File: src/rtl/codec_config_sequencer_if.sv
// -----------------------------------------------------------------------------
// codec_config_sequencer_if
//
// Connection between the codec configuration sequencer and the shared I2C
// write controller.
//   i2c_rst_n    active-low reset/launch to the controller (low = idle/abort)
//   i2c_address  7-bit codec device address
//   i2c_register 7-bit register field of the current table entry
//   i2c_data     9-bit data field of the current table entry
//   i2c_rw       transfer direction, always 0 (write)
//   i2c_done     controller completion flag
//   i2c_error    controller status: 0 running, 4'hF success, 1..5 fault code
//
// Modports: master = sequencer side, slave = I2C controller side.
// -----------------------------------------------------------------------------
interface codec_config_sequencer_if;
    logic       i2c_rst_n;
    logic [6:0] i2c_address;
    logic [6:0] i2c_register;
    logic [8:0] i2c_data;
    logic       i2c_rw;
    logic       i2c_done;
    logic [3:0] i2c_error;

    modport master (
        output i2c_rst_n, i2c_address, i2c_register, i2c_data, i2c_rw,
        input  i2c_done, i2c_error
    );

    modport slave (
        input  i2c_rst_n, i2c_address, i2c_register, i2c_data, i2c_rw,
        output i2c_done, i2c_error
    );
endinterface

File: src/rtl/codec_config_sequencer.sv
// -----------------------------------------------------------------------------
// codec_config_sequencer
//
// Walks a fixed 11-entry table of audio-codec register writes through the
// shared I2C write controller. Each write is launched by holding the
// controller's active-low reset low for HOLD_CYCLES with the entry presented,
// then releasing it. Completion/fault status is synchronized, failed attempts
// are retried up to MAX_RETRIES attempts in total, and writes are separated by
// GAP_CYCLES idle cycles.
//
// Ports:
//   clk          system clock
//   rst          asynchronous active-low reset
//   start        level; starts a sequence when the FSM is IDLE, DONE or FAIL
//   bus          I2C controller connection (codec_config_sequencer_if.master)
//   busy         high from sequence start until DONE/FAIL
//   config_done  high once every table entry was written successfully
//   config_fail  high when an entry exhausted its attempts
//   fail_index   table index of the failing entry
//   fail_code    last fault code of the failing entry (4'hE = timeout)
//
// Build option:
//   AUTO_START_EN  when defined, the sequence starts by itself on the first
//                  clk edge after rst is released; later restarts need start.
// -----------------------------------------------------------------------------
module codec_config_sequencer #(
    parameter logic [6:0] DEV_ADDR       = 7'h1A,
    parameter int         GAP_CYCLES     = 1000,
    parameter int         TIMEOUT_CYCLES = 65535,
    parameter int         MAX_RETRIES    = 3,
    parameter int         HOLD_CYCLES    = 4
) (
    input  logic                     clk,
    input  logic                     rst,
    input  logic                     start,
    codec_config_sequencer_if.master bus,
    output logic                     busy,
    output logic                     config_done,
    output logic                     config_fail,
    output logic [3:0]               fail_index,
    output logic [3:0]               fail_code
);

    localparam logic [3:0] NUM_ENTRIES  = 4'd11;
    localparam logic [3:0] CODE_OK      = 4'hF;
    localparam logic [3:0] CODE_TIMEOUT = 4'hE;

    typedef enum logic [2:0] {
        S_IDLE, S_LOAD, S_RUN, S_RETRY, S_GAP, S_DONE, S_FAIL
    } state_t;

    // {register[6:0], data[8:0]} for each table index.
    function automatic logic [15:0] entry(input logic [3:0] idx);
        // NOTE: a default arm keeps this combinational lookup fully specified,
        // so no latch is inferred for indices past the end of the table.
        case (idx)
            4'd0:    entry = {7'h0F, 9'h000};
            4'd1:    entry = {7'h00, 9'h017};
            4'd2:    entry = {7'h01, 9'h017};
            4'd3:    entry = {7'h02, 9'h079};
            4'd4:    entry = {7'h03, 9'h079};
            4'd5:    entry = {7'h04, 9'h012};
            4'd6:    entry = {7'h05, 9'h000};
            4'd7:    entry = {7'h06, 9'h000};
            4'd8:    entry = {7'h07, 9'h002};
            4'd9:    entry = {7'h08, 9'h000};
            4'd10:   entry = {7'h09, 9'h001};
            default: entry = 16'h0000;
        endcase
    endfunction

    state_t      state;
    logic [3:0]  index;
    logic [3:0]  retry;
    logic [3:0]  code_q;
    logic        last_ok;      // previous RUN ended in success
    logic        launch_n;     // registered i2c_rst_n
    logic [15:0] hold_cnt;
    logic [15:0] tmo_cnt;
    logic [15:0] gap_cnt;
    logic        done_s1, done_s2;
    logic [3:0]  err_s1, err_s2;
    logic        auto_go;

    logic run_fault;
    logic run_ok;

    assign bus.i2c_address                   = DEV_ADDR;
    assign bus.i2c_rw                        = 1'b0;
    assign {bus.i2c_register, bus.i2c_data}  = entry(index);
    assign bus.i2c_rst_n                     = launch_n;

    assign run_fault = (err_s2 >= 4'd1) && (err_s2 <= 4'd5);
    assign run_ok    = done_s2 && (err_s2 == CODE_OK);

`ifdef AUTO_START_EN
    // Armed by reset, consumed on the first clock edge afterwards.
    logic auto_arm;
    always_ff @(posedge clk or negedge rst) begin
        if (!rst) auto_arm <= 1'b1;
        else      auto_arm <= 1'b0;
    end
    assign auto_go = auto_arm;
`else
    assign auto_go = 1'b0;
`endif

    // Controller status comes from another clock domain's logic; only the
    // second flop is used by the FSM.
    always_ff @(posedge clk or negedge rst) begin
        // NOTE: clocked state uses non-blocking assignments so every flop
        // samples pre-edge values; blocking here would collapse the
        // two-stage synchronizer into one stage.
        if (!rst) begin
            done_s1 <= 1'b0;
            done_s2 <= 1'b0;
            err_s1  <= 4'h0;
            err_s2  <= 4'h0;
        end else begin
            done_s1 <= bus.i2c_done;
            done_s2 <= done_s1;
            err_s1  <= bus.i2c_error;
            err_s2  <= err_s1;
        end
    end

    always_ff @(posedge clk or negedge rst) begin
        if (!rst) begin
            state       <= S_IDLE;
            index       <= 4'd0;
            retry       <= 4'd0;
            code_q      <= 4'h0;
            last_ok     <= 1'b0;
            launch_n    <= 1'b0;
            hold_cnt    <= 16'd0;
            tmo_cnt     <= 16'd0;
            gap_cnt     <= 16'd0;
            busy        <= 1'b0;
            config_done <= 1'b0;
            config_fail <= 1'b0;
            fail_index  <= 4'd0;
            fail_code   <= 4'h0;
        end else begin
            case (state)
                S_IDLE, S_DONE, S_FAIL: begin
                    if (start || auto_go) begin
                        state       <= S_LOAD;
                        index       <= 4'd0;
                        retry       <= 4'd0;
                        hold_cnt    <= 16'd0;
                        busy        <= 1'b1;
                        config_done <= 1'b0;
                        config_fail <= 1'b0;
                        fail_index  <= 4'd0;
                        fail_code   <= 4'h0;
                    end
                end

                S_LOAD: begin
                    if (hold_cnt == 16'(HOLD_CYCLES - 1)) begin
                        state    <= S_RUN;
                        launch_n <= 1'b1;
                        tmo_cnt  <= 16'd0;
                    end else begin
                        hold_cnt <= hold_cnt + 16'd1;
                    end
                end

                S_RUN: begin
                    // A fault wins over a simultaneous success indication.
                    if (run_fault) begin
                        state    <= S_RETRY;
                        code_q   <= err_s2;
                        launch_n <= 1'b0;
                    end else if (run_ok) begin
                        state    <= S_GAP;
                        index    <= index + 4'd1;
                        retry    <= 4'd0;
                        last_ok  <= 1'b1;
                        gap_cnt  <= 16'd0;
                        launch_n <= 1'b0;
                    end else if (tmo_cnt == 16'(TIMEOUT_CYCLES - 1)) begin
                        state    <= S_RETRY;
                        code_q   <= CODE_TIMEOUT;
                        launch_n <= 1'b0;
                    end else if (tmo_cnt != 16'hFFFF) begin
                        tmo_cnt <= tmo_cnt + 16'd1;
                    end
                end

                S_RETRY: begin
                    if (int'(retry) + 1 < MAX_RETRIES) begin
                        state   <= S_GAP;
                        retry   <= retry + 4'd1;
                        last_ok <= 1'b0;
                        gap_cnt <= 16'd0;
                    end else begin
                        state       <= S_FAIL;
                        busy        <= 1'b0;
                        config_fail <= 1'b1;
                        fail_index  <= index;
                        fail_code   <= code_q;
                    end
                end

                S_GAP: begin
                    if (gap_cnt == 16'(GAP_CYCLES - 1)) begin
                        if (last_ok && (index == NUM_ENTRIES)) begin
                            state       <= S_DONE;
                            busy        <= 1'b0;
                            config_done <= 1'b1;
                        end else begin
                            state    <= S_LOAD;
                            hold_cnt <= 16'd0;
                        end
                    end else if (gap_cnt != 16'hFFFF) begin
                        gap_cnt <= gap_cnt + 16'd1;
                    end
                end

                default: state <= S_IDLE;
            endcase
        end
    end

endmodule

File: src/flat_wrapper.sv
// flat-port wrapper written by rule: the top's interface ports become plain ports
module codec_config_sequencer_flat 
#(
    parameter logic [6:0] DEV_ADDR       = 7'h1A,
    parameter int         GAP_CYCLES     = 1000,
    parameter int         TIMEOUT_CYCLES = 65535,
    parameter int         MAX_RETRIES    = 3,
    parameter int         HOLD_CYCLES    = 4
)
  (clk, rst, start, busy, config_done, config_fail, fail_index, fail_code, bus_i2c_rst_n, bus_i2c_address, bus_i2c_register, bus_i2c_data, bus_i2c_rw, bus_i2c_done, bus_i2c_error);
  codec_config_sequencer_if bus_i ();
  input  logic clk;
  input  logic rst;
  input  logic start;
  output logic busy;
  output logic config_done;
  output logic config_fail;
  output logic [3:0] fail_index;
  output logic [3:0] fail_code;
  output wire logic [$bits(bus_i.i2c_rst_n)-1:0] bus_i2c_rst_n;
  output wire logic [$bits(bus_i.i2c_address)-1:0] bus_i2c_address;
  output wire logic [$bits(bus_i.i2c_register)-1:0] bus_i2c_register;
  output wire logic [$bits(bus_i.i2c_data)-1:0] bus_i2c_data;
  output wire logic [$bits(bus_i.i2c_rw)-1:0] bus_i2c_rw;
  input wire logic [$bits(bus_i.i2c_done)-1:0] bus_i2c_done;
  input wire logic [$bits(bus_i.i2c_error)-1:0] bus_i2c_error;
  assign bus_i2c_rst_n = bus_i.i2c_rst_n;
  assign bus_i2c_address = bus_i.i2c_address;
  assign bus_i2c_register = bus_i.i2c_register;
  assign bus_i2c_data = bus_i.i2c_data;
  assign bus_i2c_rw = bus_i.i2c_rw;
  assign bus_i.i2c_done = bus_i2c_done;
  assign bus_i.i2c_error = bus_i2c_error;
  codec_config_sequencer #(.DEV_ADDR(DEV_ADDR), .GAP_CYCLES(GAP_CYCLES), .TIMEOUT_CYCLES(TIMEOUT_CYCLES), .MAX_RETRIES(MAX_RETRIES), .HOLD_CYCLES(HOLD_CYCLES)) u_core (.clk(clk), .rst(rst), .start(start), .bus(bus_i), .busy(busy), .config_done(config_done), .config_fail(config_fail), .fail_index(fail_index), .fail_code(fail_code));
endmodule
File: config.mk
export PLATFORM = sky130hd
export DESIGN_NAME = codec_config_sequencer_flat
export DESIGN_NICKNAME = d
export VERILOG_FILES = /design/src/rtl/codec_config_sequencer_if.sv /design/src/rtl/codec_config_sequencer.sv /design/src/flat_wrapper.sv
export SDC_FILE = /design/constraint.sdc
export NUM_CORES = 1
export LEC_CHECK = 0
export ABC_AREA = 1
export ABC_CLOCK_PERIOD_IN_PS = 3240
export CAP_MARGIN = 20
export CORE_AREA = 8 8 117 119
export CTS_BUF_LIST = sky130_fd_sc_hd__clkbuf_4
export CTS_CLUSTER_SIZE = 30
export DETAILED_ROUTE_END_ITERATION = 16
export DIE_AREA = 0 0 125 127
export SYNTH_ARGS = -nofsm -noshare
export SYNTH_HDL_FRONTEND = slang
export SYNTH_SLANG_ARGS = --single-unit
File: constraint.sdc
create_clock -name clk -period 3.24 [get_ports clk]
set_input_delay 0.648 -clock clk [delete_from_list [all_inputs] [get_ports clk]]
set_output_delay 0.648 -clock clk [all_outputs]
set_load 0.01 [all_outputs]
==> results.py, run 1 <==
metrics = {
    "final_layout": {
        "fin_nets": 788,
        "drive_gt1_frac": 0.0439,
        "fillerInstances": 1215,
        "num_antenna_cells": 0,
        "multiInputGateArea_sq_um": 2650,
        "areaGrowthSynthToFinish_pct": 10.2,
        "seq_area_sq_um": 2150,
    },
    "worst_setup_path": {
        "critical_path.startpoint": "u_core.index[0]",
        "critPathArrivalTime_ns": 2.34,
        "cp_common_cell": "inv_1",
        "start_kind": "flip-flop",
        "worstPathCellList": "inv_1, ha_1, inv_1, nor2_1, inv_1, o311ai_0, clkdlybuf4s50_1",
        "critPathMaxStageDelay_ns": 0.61,
        "reg2reg_from": "u_core.state[2]",
        "cp_top_family": "buffers and inverters",
        "critical_path_buf_inv_count": 4,
        "crit_required_ns": 2.59,
        "critPathMaxFanout": 7,
        "worstSetupPathType": "reg2out",
        "slowest_stage": "clkdlybuf4s50_1",
        "end_kind": "primary output",
    },
    "placed_design": {
        "gp_congestion": 0.902,
        "hpwlAfterDp_mm": 8.72,
        "portBuffers": 30,
    },
    "clock_tree": {
        "hold_buffers": 0,
        "cts_buffers": 9,
        "root_buffer": "clkbuf_4",
        "worstSkewPairLatency_ns": 0.47,
        "cts_num_sinks": 86,
        "cts_tree": "done",
        "postCtsResizedCells": 0,
        "postCtsSetupBuffers": 0,
        "clock_path_buffers": 2,
        "htreeDepth": 3,
        "cts.clk_slew.worst_paths_ns": 0.15,
    },
    "yosys": {
        "synth_cell_types": 36,
        "yosysTopAreaCellShare": 0.415,
        "synth_cells": 741,
        "async_flop_share": 1.00,
        "yosysTopAreaCell": "dfrtp_1",
        "ys_top_cells_by_count": "232 x nand2_1, 119 x nor2_1, 86 x dfrtp_1, 83 x nand3_1, 66 x inv_1",
        "synth-seq-area-share": 0.415,
        "synth.most_common_cell": "nand2_1",
        "syn-cell-area_sq_um": 5180,
        "syn_area_per_cell_sq_um": 7.00,
        "ys_ff_latch": 86,
        "synthTopCellsByArea": "dfrtp_1 42%, nand2_1 17%, nor2_1 8.6%, nand3_1 8.0%, inv_1 4.8%",
        "synth_edf_count": 0,
        "synth_warnings": 0,
        "synth_ff_type": "dfrtp_1",
    },
    "floorplanning": {
        "dieArea_sq_um": 15900,
        "ioPinCount": 44,
        "initial_core_util": 0.439,
        "coreArea_sq_um": 11800,
        "fp.dieH_um": 127,
        "rows": 40,
        "die_w_um": 125,
    },
    "detailed_routing": {
        "first_pass_iters": 5,
        "route.detailed.drc": 0,
        "ant_nets": 0,
        "drtIter0Drc": 320,
        "vias_per_cell": 5.07,
        "wl_per_cell_um": 12.9,
        "vias": 4671,
        "finalWirelength_mm": 11.9,
    },
    "power_and_ir_drop": {
        "switching_share": 0.422,
        "p_leak_nw": 2.69,
        "ir_worst_vdd_mv": 0.212,
        "finalPower_mw": 3.15,
        "power_frac_seq": 0.416,
        "switchingPower_mw": 1.33,
        "combinationalPowerShare": 0.380,
        "power_density_nw_per_um2": 552,
        "pwr-share-clk": 0.204,
        "internal_power_mw": 1.82,
    },
    "flow_run": {
        "maxCapViolCount": 0,
    },
    "sta": {
        "timing.setup.tns_ns": 0,
        "hold_viol_final": 0,
        "rsz0062_at_grt": "false",
        "setup-violations-final": 0,
        "skew_ns": 0.0221,
        "timing.final.crit_share": 0.921,
        "period_minus_slack_ns": 2.98,
        "slew_violations": 0,
        "slew_headroom": 0.458,
        "tightest_slew_ns": 0.813,
        "max_freq_mhz": 335,
    },
    "global_routing": {
        "grt_antenna_before_repair": 0,
        "grt_usage": 0.156,
        "overflow": 0,
        "grt_pass1_wl_mm": 20.8,
        "first_global_vias": 4491,
        "grt_max_degree": 62,
    },
    "hold_path": {
        "holdCritPathClass": "in2async",
    },
    "outcome": {
        "status": "completed",
    },
}
## per-layer routing
layer / routed length [um] / global-route usage / vias to the layer above
met5: 0 / 0 / -
met4: 207 / 0.0673 / 0
met3: 487 / 0.0333 / 16
met2: 5430 / 0.248 / 81
met1: 5810 / 0.203 / 2185
li1: - / - / 2389
## power by group through the flow
stage / Sequential (mW) / Combinational [mW] / Clock (mW)
6_report: 1.31 / 1.20 / 0.644
4_1_cts: 1.31 / 1.22 / 0.680
2_1_floorplan: 1.30 / 0.879 / 0
5_1_grt: 1.33 / 1.37 / 0.716
3_5_place_dp: 1.33 / 1.21 / 0
3_3_place_gp: 1.33 / 1.19 / 0
## cell usage in the layout, fill, tap and decap left out, drive strengths merged, types with 5 or more instances in the layout
cell type        n
xnor2            5
nor3            15
a21oi           11
inv             67
nand4           10
conb            13
dfrtp           86
clkbuf          10
o21ai           38
nand3           85
buf              6
nor2           122
clkdlybuf4s50   29
ha              10
xor2            14
nand2          234
## kinds of logic after synthesis
| kind of cell | Yosys count | synth area share |
|---|---|---|
| other | 2 | 0.00145 |
| DFF | 86 | 0.415 |
| buffers and inverters | 95 | 0.0825 |
| adders and majority gates | 10 | 0.0241 |
| AOI/OAI and AO/OA | 56 | 0.0587 |
| xor gates and xnor gates | 19 | 0.0321 |
| and+or+nand+nor | 473 | 0.386 |
## layout make-up
type | instances | share of cell area
Sequential cell | 86 | 0.377
Clock inverter | 6 | 0.0125
Multi-Input combinational cell | 571 | 0.463
Tap cell | 147 | 0.0322
Inverter | 67 | 0.0440
Clock buffer | 10 | 0.0131
Timing Repair Buffer | 35 | 0.0587
## stage by stage
step	utilization	hold WS, ns	cell area (sq um)	setup slack, ns	instances
6_report	0.484	0.251	5710	0.255	922
5_1_grt	0.484	0.297	5710	0.0735	922
4_1_cts	0.484	0.252	5710	0.208	922
3_5_place_dp	0.471	0.337	5570	0.784	906
3_3_place_gp	0.471	0.334	5570	0.864	906
2_1_floorplan	-	0.331	5230	1.38	752
## worst register-to-register path: cells and delay by family (launching register included)
family / cells / cell delay, ns
buffers and inverters: 2 / 0.50
flip-flops: 1 / 0.53
AND/OR/NAND/NOR: 6 / 1.02
## state kept, by name, indices dropped and copies added, names as in the netlist, 3 cells and up
name / count
u_core.fail_code: 4
u_core.gap_cnt: 16
u_core.code_q: 4
u_core.err_s2: 4
u_core.state: 3
u_core.hold_cnt: 16
u_core.retry: 4
u_core.fail_index: 4
u_core.tmo_cnt: 16
u_core.err_s1: 4
u_core.index: 4
## final timing paths
check	end	slack [ns]	cells past startpoint
min	u_core.index[2]	0.25	1
min reg2reg	u_core.done_s2	0.35	0
max reg2reg	u_core.retry[3]	1.06	8
max	bus_i2c_register[0]	0.26	7
min in group clk	u_core.done_s2	0.35	0
max in group asynchronous	u_core.tmo_cnt[11]	2.26	2
No activity file was read; power rests on OpenSTA's default activity.
==> run 2: changes to the inputs <==
CTS_CLUSTER_SIZE = 40   (was 30)
TNS_END_PERCENT = 20   (was not set)
==> results of run 2 <==
No change in the layout: final DEF, timing and power equal those of run 1.
